### config.mk
export PLATFORM = sky130hd
export DESIGN_NAME = dev_arbiter
export DESIGN_NICKNAME = d
export VERILOG_FILES = /design/src/rtl/dev_arbiter_pkg.sv /design/src/rtl/dev_arbiter_rr_pick.sv /design/src/rtl/dev_arbiter.sv
export SDC_FILE = /design/constraint.sdc
export NUM_CORES = 1
export LEC_CHECK = 0
export CORE_MARGIN = 3
export CORE_UTILIZATION = 41
export CTS_BUF_LIST = sky130_fd_sc_hd__clkbuf_8
export DETAILED_ROUTE_END_ITERATION = 7
export GPL_TIMING_DRIVEN = 1
export PLACE_DENSITY_LB_ADDON = 0.08
export SYNTH_ARGS = -nofsm -noshare
export SYNTH_HDL_FRONTEND = slang
export SYNTH_SLANG_ARGS = --single-unit
### constraint.sdc
create_clock -name clk -period 2.55 [get_ports clk]
set_clock_uncertainty 0.05 [all_clocks]
set_input_delay 0.3825 -clock clk [delete_from_list [all_inputs] [get_ports clk]]
set_output_delay 0.3825 -clock clk [all_outputs]
set_load 0.005 [all_outputs]
### src/rtl/dev_arbiter_pkg.sv
// Shared definitions for dev_arbiter: FSM encoding, device address map and
// the address decoder used on the latched request address.
package dev_arbiter_pkg;

  typedef enum logic [1:0] {
    IDLE = 2'd0,
    BUSY = 2'd1,
    DONE = 2'd2
  } arb_state_e;

  localparam logic [31:0] DEV0_BASE = 32'h0000_7F00;
  localparam logic [31:0] DEV1_BASE = 32'h0000_7F40;
  localparam logic [31:0] DEADBEEF  = 32'hDEAD_BEEF;

  // addr is the word address [31:2]; each device owns one 64-byte window.
  function automatic logic [1:0] decode_sel(input logic [29:0] addr);
    logic [1:0] sel;
    sel = 2'b00;
    if (addr[29:4] == DEV0_BASE[31:6]) begin
      sel = 2'b01;
    end else if (addr[29:4] == DEV1_BASE[31:6]) begin
      sel = 2'b10;
    end
    return sel;
  endfunction

endpackage

### src/rtl/dev_arbiter_rr_pick.sv
// Two-requester round-robin choice: on contention the requester that was
// not served last wins; otherwise the single active requester wins.
module rr_pick (
  input  logic req0_i,
  input  logic req1_i,
  input  logic last_i,
  output logic valid_o,
  output logic gnt_o
);

  assign valid_o = req0_i | req1_i;
  assign gnt_o   = (req0_i & req1_i) ? ~last_i : req1_i;

endmodule

### src/rtl/dev_arbiter.sv
// Arbitrates a CPU and a DMA requester onto two memory-mapped devices.
// Optional watchdog on device acknowledge is enabled with ARB_TIMEOUT_EN.
module dev_arbiter
  import dev_arbiter_pkg::*;
#(
  parameter int TIMEOUT = 16
) (
  input  logic        clk,
  input  logic        rst,
  input  logic        m0_req,
  input  logic        m0_we,
  input  logic [29:0] m0_addr,
  input  logic [31:0] m0_wdata,
  output logic        m0_done,
  output logic [31:0] m0_rdata,
  input  logic        m1_req,
  input  logic        m1_we,
  input  logic [29:0] m1_addr,
  input  logic [31:0] m1_wdata,
  output logic        m1_done,
  output logic [31:0] m1_rdata,
  output logic        dev_stb,
  output logic [1:0]  dev_sel,
  output logic        dev_we,
  output logic [3:0]  dev_addr,
  output logic [31:0] dev_wdata,
  input  logic        dev_ack,
  input  logic [31:0] dev_rdata0,
  input  logic [31:0] dev_rdata1,
  output logic        err
);

  arb_state_e  state_q, state_d;
  logic        last_q, last_d;
  logic        gnt_q, gnt_d;
  logic        we_q, we_d;
  logic [29:0] addr_q, addr_d;
  logic [31:0] wdata_q, wdata_d;
  logic [31:0] rdata0_q, rdata0_d;
  logic [31:0] rdata1_q, rdata1_d;
  logic        err_q, err_d;

  logic        pick_valid;
  logic        pick_gnt;
  logic        cap_en;
  logic [31:0] cap_data;
  logic [1:0]  sel_w;
  logic        mapped_w;
  logic        busy_w;

  rr_pick u_rr_pick (
    .req0_i  (m0_req),
    .req1_i  (m1_req),
    .last_i  (last_q),
    .valid_o (pick_valid),
    .gnt_o   (pick_gnt)
  );

  assign sel_w    = decode_sel(addr_q);
  assign mapped_w = |sel_w;
  assign busy_w   = (state_q == BUSY);

`ifdef ARB_TIMEOUT_EN
  localparam logic [7:0] TIMEOUT_LAST = 8'(TIMEOUT - 1);
  logic [7:0] cnt_q, cnt_d;

  always_ff @(posedge clk or negedge rst) begin
    if (!rst) begin
      cnt_q <= '0;
    end else begin
      cnt_q <= cnt_d;
    end
  end
`else
  logic [7:0] unused_timeout;
  assign unused_timeout = 8'(TIMEOUT);
`endif

  always_comb begin
    state_d  = state_q;
    last_d   = last_q;
    gnt_d    = gnt_q;
    we_d     = we_q;
    addr_d   = addr_q;
    wdata_d  = wdata_q;
    err_d    = 1'b0;
    cap_en   = 1'b0;
    cap_data = '0;
`ifdef ARB_TIMEOUT_EN
    cnt_d    = '0;
`endif
    case (state_q)
      IDLE: begin
        if (pick_valid) begin
          gnt_d   = pick_gnt;
          we_d    = pick_gnt ? m1_we    : m0_we;
          addr_d  = pick_gnt ? m1_addr  : m0_addr;
          wdata_d = pick_gnt ? m1_wdata : m0_wdata;
          state_d = BUSY;
        end
      end
      BUSY: begin
        if (!mapped_w) begin
          cap_en  = 1'b1;
          err_d   = 1'b1;
          state_d = DONE;
        end else if (dev_ack) begin
          cap_en   = 1'b1;
          cap_data = sel_w[1] ? dev_rdata1 : dev_rdata0;
          state_d  = DONE;
`ifdef ARB_TIMEOUT_EN
        end else if (cnt_q == TIMEOUT_LAST) begin
          cap_en   = 1'b1;
          cap_data = DEADBEEF;
          err_d    = 1'b1;
          state_d  = DONE;
        end else begin
          cnt_d = cnt_q + 8'd1;
`endif
        end
      end
      DONE: begin
        last_d  = gnt_q;
        state_d = IDLE;
      end
      default: state_d = IDLE;
    endcase
    rdata0_d = (cap_en && !gnt_q) ? cap_data : rdata0_q;
    rdata1_d = (cap_en &&  gnt_q) ? cap_data : rdata1_q;
  end

  // last_q resets to 1 so that requester 0 wins the first contention.
  always_ff @(posedge clk or negedge rst) begin
    if (!rst) begin
      state_q  <= IDLE;
      last_q   <= 1'b1;
      gnt_q    <= 1'b0;
      we_q     <= 1'b0;
      addr_q   <= '0;
      wdata_q  <= '0;
      rdata0_q <= '0;
      rdata1_q <= '0;
      err_q    <= 1'b0;
    end else begin
      state_q  <= state_d;
      last_q   <= last_d;
      gnt_q    <= gnt_d;
      we_q     <= we_d;
      addr_q   <= addr_d;
      wdata_q  <= wdata_d;
      rdata0_q <= rdata0_d;
      rdata1_q <= rdata1_d;
      err_q    <= err_d;
    end
  end

  assign dev_stb   = busy_w & mapped_w;
  assign dev_sel   = busy_w ? sel_w : 2'b00;
  assign dev_we    = busy_w & we_q;
  assign dev_addr  = addr_q[3:0];
  assign dev_wdata = wdata_q;
  assign m0_done   = (state_q == DONE) & ~gnt_q;
  assign m1_done   = (state_q == DONE) &  gnt_q;
  assign m0_rdata  = rdata0_q;
  assign m1_rdata  = rdata1_q;
  assign err       = err_q;

endmodule

==> results of run 1 <==
[worst max-delay path by stage]
| stage | to | cells past startpoint |
|---|---|---|
| 2_1_floorplan | m1_rdata[21]$_DFFE_PN0P_ | 7 |
| 3_3_place_gp | m1_rdata[16]$_DFFE_PN0P_ | 7 |
| 3_5_place_dp | m1_rdata[22]$_DFFE_PN0P_ | 7 |
| 4_1_cts | dev_sel[0] | 7 |
| 5_1_grt | dev_sel[0] | 7 |
| 6_report | dev_sel[0] | 7 |
[cell type report]
cell class              count  area, um^2  share of cell area (%)
clock inverters             9         126                    1.31
repair buffers            323        3240                    33.8
multi-input cells         382        2400                    24.9
inverters                   4        15.0                   0.156
clock buffers              22         303                    3.15
well taps                 176         220                    2.29
flip-flops and latches    132        3300                    34.4
[timing repair]
item,4_1_cts,5_1_grt
endpoints found under the hold margin,38,0
setup buffers,3,2
setup endpoints to repair,3,64
cloned,0,1
resized for setup,9,10
pin swaps,6,3
hold buffers,1,0
[cells by family after synthesis]
kind of cell	synth area share, %
buf+inv	3.68
compound gates	12.0
simple gates	11.0
mux	16.5
flops	56.8
[power by group through the flow]
| stage | logic [uW] | clock network (uW) | registers, uW |
|---|---|---|---|
| 5_1_grt | 2660 | 2010 | 3020 |
| 6_report | 2420 | 1860 | 2950 |
| 3_5_place_dp | 2420 | 0 | 2980 |
| 3_3_place_gp | 2370 | 0 | 2950 |
| 2_1_floorplan | 1090 | 0 | 2940 |
| 4_1_cts | 2430 | 1900 | 2950 |
[flip-flops by register name (all words and copies together), names as in the netlist]
| name | count |
|---|---|
| dev_wdata | 32 |
| m0_rdata | 32 |
| m1_rdata | 32 |
| addr_q | 30 |
| state_q | 2 |
| err | 1 |
| gnt_q | 1 |
| last_q | 1 |
| we_q | 1 |
[layer usage]
| metal | vias up | track usage, % |
|---|---|---|
| met4 | 0 | 6.82 |
| met1 | 2477 | 25.5 |
| met3 | 20 | 6.87 |
| met2 | 211 | 39.7 |
| met5 | - | 0 |
| li1 | 2516 | - |
[layout by cell type (no fill, tap or decap), types with 2 or more instances in the layout]
| master | netlist | final |
|---|---|---|
| sky130_fd_sc_hd__and4b_1 | 2 | 2 |
| sky130_fd_sc_hd__buf_12 | 0 | 4 |
| sky130_fd_sc_hd__buf_4 | 4 | 16 |
| sky130_fd_sc_hd__bufinv_16 | 0 | 3 |
| sky130_fd_sc_hd__clkbuf_8 | 0 | 22 |
| sky130_fd_sc_hd__clkdlybuf4s50_1 | 0 | 297 |
| sky130_fd_sc_hd__clkinv_2 | 0 | 2 |
| sky130_fd_sc_hd__clkinvlp_4 | 0 | 3 |
| sky130_fd_sc_hd__dfrtp_1 | 131 | 131 |
| sky130_fd_sc_hd__inv_1 | 3 | 4 |
| sky130_fd_sc_hd__mux2i_1 | 95 | 91 |
| sky130_fd_sc_hd__mux2i_2 | 0 | 4 |
| sky130_fd_sc_hd__nand2_1 | 128 | 127 |
| sky130_fd_sc_hd__nand2b_1 | 2 | 2 |
| sky130_fd_sc_hd__nand3_1 | 3 | 3 |
| sky130_fd_sc_hd__nor2_1 | 7 | 5 |
| sky130_fd_sc_hd__nor4_2 | 2 | 2 |
| sky130_fd_sc_hd__o21ai_0 | 82 | 81 |
| sky130_fd_sc_hd__o21ai_1 | 47 | 47 |
| sky130_fd_sc_hd__o311ai_4 | 0 | 2 |
[Yosys cell counts]
| cell | n |
|---|---|
| sky130_fd_sc_hd__dfrtp_1 | 131 |
| sky130_fd_sc_hd__clkbuf_1 | 26 |
| sky130_fd_sc_hd__and2_1 | 1 |
| sky130_fd_sc_hd__o21ai_0 | 82 |
| sky130_fd_sc_hd__nor3_1 | 2 |
| sky130_fd_sc_hd__mux2i_1 | 95 |
| sky130_fd_sc_hd__and4b_1 | 2 |
| sky130_fd_sc_hd__dfstp_2 | 1 |
| sky130_fd_sc_hd__o21ai_1 | 47 |
| sky130_fd_sc_hd__inv_1 | 3 |
| sky130_fd_sc_hd__a21oi_1 | 1 |
| sky130_fd_sc_hd__nor4b_2 | 1 |
| sky130_fd_sc_hd__nand3_1 | 3 |
| sky130_fd_sc_hd__nor4_2 | 2 |
| sky130_fd_sc_hd__buf_4 | 4 |
| sky130_fd_sc_hd__inv_2 | 1 |
| sky130_fd_sc_hd__o311ai_2 | 2 |
| sky130_fd_sc_hd__nand4_2 | 1 |
| sky130_fd_sc_hd__buf_1 | 2 |
| sky130_fd_sc_hd__mux2_2 | 1 |
| sky130_fd_sc_hd__nand2b_1 | 2 |
| sky130_fd_sc_hd__nand4_1 | 1 |
| sky130_fd_sc_hd__nor2_1 | 7 |
| sky130_fd_sc_hd__buf_2 | 6 |
| sky130_fd_sc_hd__buf_6 | 3 |
| sky130_fd_sc_hd__a21o_1 | 1 |
| sky130_fd_sc_hd__nor2b_1 | 1 |
| sky130_fd_sc_hd__or3_1 | 1 |
| sky130_fd_sc_hd__a21boi_0 | 1 |
| sky130_fd_sc_hd__nand2_1 | 128 |
[worst max-delay path, delay by kind of cell (launching register included)]
kind | cells | cell delay, ps
flops | 1 | 400
buf+inv | 2 | 400
simple gates | 5 | 730
[stage by stage]
step / utilization, % / hold slack [ps] / power, uW
after CTS: 70.3 / 365 / 7270
after floorplan: - / 36.9 / 4020
final: 70.9 / 373 / 7240
after detailed placement: 66.8 / 262 / 5390
after global placement: 66.8 / 251 / 5320
after global routing: 70.9 / 366 / 7690
==> metrics.sh, run 1 <==
CELL_TYPES_OCCUPYING_THE_MOST_AREA_AFTER_SYNTHESIS='sky130_fd_sc_hd__dfrtp_1 (56%), sky130_fd_sc_hd__mux2i_1 (16%), sky130_fd_sc_hd__nand2_1 (8.3%)'
LAYOUT.NETS=1055
GRT_PASS1_WL_UM=27700
SYNTH_LARGEST_AREA_CELL='sky130_fd_sc_hd__dfrtp_1'
CRITPATHARRIVALTIME_PS=1960
SLEW_LIMIT_FAILS=0
LAYOUT_SETUP_WS_PS=153
FINAL.SETUP.TNS_PS=0
STATIC-LEAKAGE-POWER_uW=0.00435
CLOCK_PIN_SLEW_ON_THE_WORST_SETUP_AND_HOLD_PATHS_PS=70
YOSYSSEQAREASHARE_PCT=56.8
TOP_LAYER='met4'
POSTSYNTHAREAPERCELL_UM2=10.4
LAYOUT-DRIVE-GT1-SHARE_PCT=8.49
VDD_IR_DROP_MAX_mV=0.449
TIMING.CRITICAL_PATH.SLOWEST_STAGE_CELL='sky130_fd_sc_hd__dfrtp_1'
POSTLAYOUTCELLAREA_MM2=0.00961
H_TREE_LEVEL_COUNT=4
WORSTREG2REGEND='m0_rdata[25]$_DFFE_PN0P_'
DETAIL_ROUTE.WIRELENGTH_UM=17600
POWER.SWITCHING_uW=2240
DETAILROUTE.VIA_COUNT=5224
DRTPASS1ITERATIONS=5
GRT.TOTAL_USAGE_PCT=22.2
GRT_MAX_DEGREE=72
SYN_INST=559
STDCELL_COUNT=1048
SYNTH_CELL_TYPES=30
SETUP.WORST_PATH.START='addr_q[19]$_DFFE_PN0P_'
ANTENNA_FOUND_INITIAL=0
HIGHEST_CELL_DELAY_ON_THE_WORST_TIMING_PATH_PS=400
PRE_CTS_WS_PS=242
R2R_SLACK_PS=210
SYN_AREA_MM2=0.00582
GP_CONGESTION=0.813
MAX_FREQ_MHz=417
DPL.CELL_COUNT=1010
PLACE.DETAILED.HPWL_UM=13200
GRT_PASS1_VIAS=5496
GR-TOTAL-OVERFLOW=0
MET2_LENGTH_UM=9130
INITIAL_CORE_UTIL_PCT=42.9
DRC=0
PLACEMENT_STAGE_CELL_AREA_MM2=0.00906
TRITONCTS_SINKS=132
POWER.CLOCK.FRACTION_PCT=25.7
DIE_WIDTH_UM=125
AVGVIACOUNTPERCELL=4.98
CTS_INSERTED_BUFFERS=17
WORSTSKEWPAIRLATENCY_PS=420
MET3_WIRELENGTH_UM=1360
CTS_ROOT_BUF='sky130_fd_sc_hd__clkbuf_8'
CRIT_TYPE='reg2out'
WORST_R2R_STARTPOINT='addr_q[19]$_DFFE_PN0P_'
DRV.MAX_CAP_VIOLATION_COUNT=0
HP-CLASS='in2async'
VIOLATION_COUNT_AFTER_THE_FIRST_DETAILED_ROUTING_ITERATION=331
SWITCHING_SHARE_PCT=31.0
YOSYSTOPAREACELLSHARE_PCT=56.3
TRITONCTS='yes'
POSTSYNTHNETCOUNT=754
CORE.ROWCOUNT=42
FINAL_MIN_PERIOD_OVER_CLOCK_PERIOD_PCT=94.0
SYN_TO_FINAL_GROWTH_PCT=65.1
POST-ROUTE-MIN-PERIOD_PS=2400
TIMING.CRITICAL_PATH.FANOUT_MAX=3
MAXSLEWHEADROOM_PCT=73.6
WORST_SLEW_PIN_SLEW_PS=396
PWR-SHARE-SEQ_PCT=40.8
CORE_REGION_AREA_MM2=0.0136
COMBINATIONALPOWERSHARE_PCT=33.5
POST_DRT_WL_PER_CELL_UM=16.8
ENDPOINT_KIND='primary output'
REQUIRED_TIME_OF_THE_WORST_SETUP_PATH_PS=2120
CP_STARTPOINT_KIND='flop'
FINALSETUPVIOLCOUNT=0
NUM-FILL-CELLS=991
MET1_LENGTH_UM=6860
PORT_BUFFERS=301
RESULT_OF_THE_RUN='complete, no violations'
YS_WARN_COUNT=0
IOS=302
TIMING.FINAL.HOLD_VIOLATIONS=0
LIST_OF_CELLS_TRAVERSED_BY_THE_CRITICAL_PATH='nor4_2, nand4_2, buf_4, nor2_4, nand2_2, nor2_2, clkdlybuf4s15_2'
RSZ_0062_RAISED_AFTER_GLOBAL_ROUTING='no'
ANT_NETS=0
TIMING.REG2REG.WORST_PATH_DEPTH=8
FLOORPLAN.DIE.HEIGHT_UM=125
AREA_OF_THE_DIE_MM2=0.0157
CTS.PATH.MAX_BUFFERS=2
P_INT_uW=5000
POWER_DENSITY_mW_PER_MM2=753
YOSYS_REGISTER_BITS=132
ANTENNA_CELLS_INSERTED=0
(Power assumes the default switching activity.)
==> run 2: changes to the inputs <==
- CAP_MARGIN: unset -> 15
- CTS_CLUSTER_DIAMETER: unset -> 100
==> results of run 2 <==
The final DEF is identical to that of run 1; final timing and power are the same.
==> run 3: changes to the inputs <==
- HOLD_SLACK_MARGIN: unset -> 0.08
- clock period: 2.55 -> 2.5 ns (I/O delays scaled with it)
==> run 3 against run 2 <==
  * Flip-flop and latch count stayed put
  * Worst setup slack better by 2.3 ps
  * Die area stayed put
  * Largest cell class unchanged
==> metrics.sh, run 3 (same netlist as run 1, synthesis figures left out) <==
PORT_BUFFERS=301  # unchanged
GRT_MAX_DEGREE=57  # -21%
CRIT_TYPE='reg2reg'
LAYOUT.NETS=1055  # unchanged
DRTPASS1ITERATIONS=4  # -1
WORST_SLEW_PIN_SLEW_PS=517  # +121 ps
CP_STARTPOINT_KIND='flop'
WORST_R2R_STARTPOINT='addr_q[14]$_DFFE_PN0P_'
H_TREE_LEVEL_COUNT=4  # unchanged
POST_DRT_WL_PER_CELL_UM=17.0  # +0.88%
COMBINATIONALPOWERSHARE_PCT=35.9  # +2.4 points
ENDPOINT_KIND='flop'
ANTENNA_CELLS_INSERTED=0  # unchanged
POWER_DENSITY_mW_PER_MM2=739  # -1.8%
INITIAL_CORE_UTIL_PCT=42.9  # unchanged
RSZ_0062_RAISED_AFTER_GLOBAL_ROUTING='no'
FINAL_COMMON_CELL='sky130_fd_sc_hd__clkdlybuf4s50_1'
CTS_ROOT_BUF='sky130_fd_sc_hd__clkbuf_8'
P_INT_uW=4800  # -4.0%
PLACEMENT_STAGE_CELL_AREA_MM2=0.00909  # +0.28%
STDCELL_COUNT=1048  # unchanged
MAXSLEWHEADROOM_PCT=65.6  # -8.1 points
R2R_SLACK_PS=160  # -50 ps
CLOCK_PIN_SLEW_ON_THE_WORST_SETUP_AND_HOLD_PATHS_PS=70  # about the same
POSTLAYOUTCELLAREA_MM2=0.00955  # -0.68%
GRT_PASS1_WL_UM=27700  # about the same
ANTENNA_FOUND_INITIAL=0  # unchanged
IOS=302  # unchanged
ANT_NETS=0  # unchanged
TOTAL_POWER_uW=7060  # -2.5%
AREA_OF_THE_DIE_MM2=0.0157  # unchanged
CORE.ROWCOUNT=42  # unchanged
TIMING.HOLD.WS_PS=409  # +35.4 ps
GRT.TOTAL_USAGE_PCT=22.3  # +0.11 points
POWER.CLOCK.FRACTION_PCT=21.4  # -4.3 points
RESULT_OF_THE_RUN='complete, no violations'
LAYOUT-DRIVE-GT1-SHARE_PCT=7.80  # -0.69 points
DRC=0  # unchanged
FINAL_MIN_PERIOD_OVER_CLOCK_PERIOD_PCT=93.8
CTS.PATH.MAX_BUFFERS=2  # unchanged
TIMING.CRITICAL_PATH.FANOUT_MAX=16  # +13
DIE_WIDTH_UM=125  # unchanged
GR-TOTAL-OVERFLOW=0  # unchanged
CRITPATHARRIVALTIME_PS=2610  # +650 ps
NUM-FILL-CELLS=1008  # +1.7%
CORE_REGION_AREA_MM2=0.0136  # unchanged
FINAL.SETUP.TNS_PS=0  # unchanged
CTS_INSERTED_BUFFERS=17  # unchanged
LAYOUT.CELLS.MOST_COMMON_LIST='sky130_fd_sc_hd__clkdlybuf4s50_1 (297), sky130_fd_sc_hd__dfrtp_1 (131), sky130_fd_sc_hd__nand2_1 (127)'
PWR-SHARE-SEQ_PCT=42.8  # +2.0 points
GP_CONGESTION=0.824  # +1.4%
POWER.SWITCHING_uW=2260  # +0.93%
SWITCHING_SHARE_PCT=32.1  # +1.1 points
WORSTSKEWPAIRLATENCY_PS=430  # about the same
POST-ROUTE-MIN-PERIOD_PS=2340
GRT_PASS1_VIAS=5423  # -1.3%
WORSTREG2REGEND='m1_rdata[26]$_DFFE_PN0P_'
TRITONCTS_SINKS=132  # unchanged
SLEW_LIMIT_FAILS=0  # unchanged
TRITONCTS='yes'
SYN_TO_FINAL_GROWTH_PCT=64.0
FLOORPLAN.DIE.HEIGHT_UM=125  # unchanged
DETAILROUTE.VIA_COUNT=5174  # -0.96%
PLACE.DETAILED.HPWL_UM=13400  # +1.4%
FINALSETUPVIOLCOUNT=0  # unchanged
TIMING.FINAL.HOLD_VIOLATIONS=0  # unchanged
DRV.MAX_CAP_VIOLATION_COUNT=0  # unchanged
REQUIRED_TIME_OF_THE_WORST_SETUP_PATH_PS=2760  # +640 ps
TIMING.REG2REG.WORST_PATH_DEPTH=8  # unchanged
VDD_IR_DROP_MAX_mV=0.510  # +13%
VIOLATION_COUNT_AFTER_THE_FIRST_DETAILED_ROUTING_ITERATION=216  # -35%
HP-CLASS='in2async'
AVGVIACOUNTPERCELL=4.94  # -0.96%
MAX_FREQ_MHz=426
STATIC-LEAKAGE-POWER_uW=0.00437  # +0.46%
DETAIL_ROUTE.WIRELENGTH_UM=17800  # +0.88%
DPL.CELL_COUNT=1010  # unchanged
## run 3: worst max path at each step
stage / slack [ps] / endpoint / from / cells past startpoint
5_1_grt: 60 / m0_rdata[13]$_DFFE_PN0P_ / addr_q[15]$_DFFE_PN0P_ / 8
4_1_cts: -40 / dev_sel[0] / addr_q[14]$_DFFE_PN0P_ / 7
6_report: 160 / m1_rdata[26]$_DFFE_PN0P_ / addr_q[14]$_DFFE_PN0P_ / 8
2_1_floorplan: 560 / m1_rdata[21]$_DFFE_PN0P_ / addr_q[14]$_DFFE_PN0P_ / 7
3_5_place_dp: 150 / m1_rdata[26]$_DFFE_PN0P_ / addr_q[14]$_DFFE_PN0P_ / 7
3_3_place_gp: 230 / m1_rdata[16]$_DFFE_PN0P_ / addr_q[14]$_DFFE_PN0P_ / 7
## run 3: power groups by stage
stage / clock [uW] / sequential, uW / combinational, uW
global placement: 0 / 3010 / 2470
floorplan: 0 / 3000 / 1110
finish: 1510 / 3020 / 2530
global route: 1640 / 3090 / 2800
detailed placement: 0 / 3040 / 2530
CTS: 1550 / 3020 / 2570
## run 3: cell type report
type                            count  area [um^2]  share of cell area (%)
Clock inverter                     10         43.8                   0.459
Inverter                            4         15.0                   0.157
Multi-Input combinational cell    382         2400                    25.2
Clock buffer                       21          289                    3.03
Tap cell                          176          220                    2.31
Timing Repair Buffer              323         3270                    34.3
Sequential cell                   132         3300                    34.6
## run 3: worst max-delay path: stages (launching register included)
cell and delay [ps]:
sky130_fd_sc_hd__dfrtp_1 390, sky130_fd_sc_hd__nor4_2 310, sky130_fd_sc_hd__nand4_2 190, sky130_fd_sc_hd__buf_6 170, sky130_fd_sc_hd__buf_4 150, sky130_fd_sc_hd__or3_4 410, sky130_fd_sc_hd__buf_12 180, sky130_fd_sc_hd__mux2i_1 240
sky130_fd_sc_hd__o21ai_1 120
## run 3: layer usage
layer  track usage (%)  up-vias  routed length (um)
li1                  -     2514                   -
met1              25.3     2412                6840
met2              39.3      216                9200
met3              6.87       32                1340
met5                 0        -                   0
met4              8.67        0                 399
## run 3: per-stage QoR
| stage | worst slack [ps] | util, % |
|---|---|---|
| global route | 56.0 | 70.4 |
| floorplan | 560 | - |
| detailed placement | 148 | 67.0 |
| global placement | 227 | 67.0 |
| CTS | -37.6 | 70.0 |
| finish | 155 | 70.4 |
## run 3: repair_timing
action	4_1_cts	5_1_grt
gates cloned	0	2
pin swaps	5	2
buffers inserted	3	1
hold buffers	1	0
endpoints found under the hold margin	53	0
endpoints found under the setup margin	3	61
resized for setup	11	9
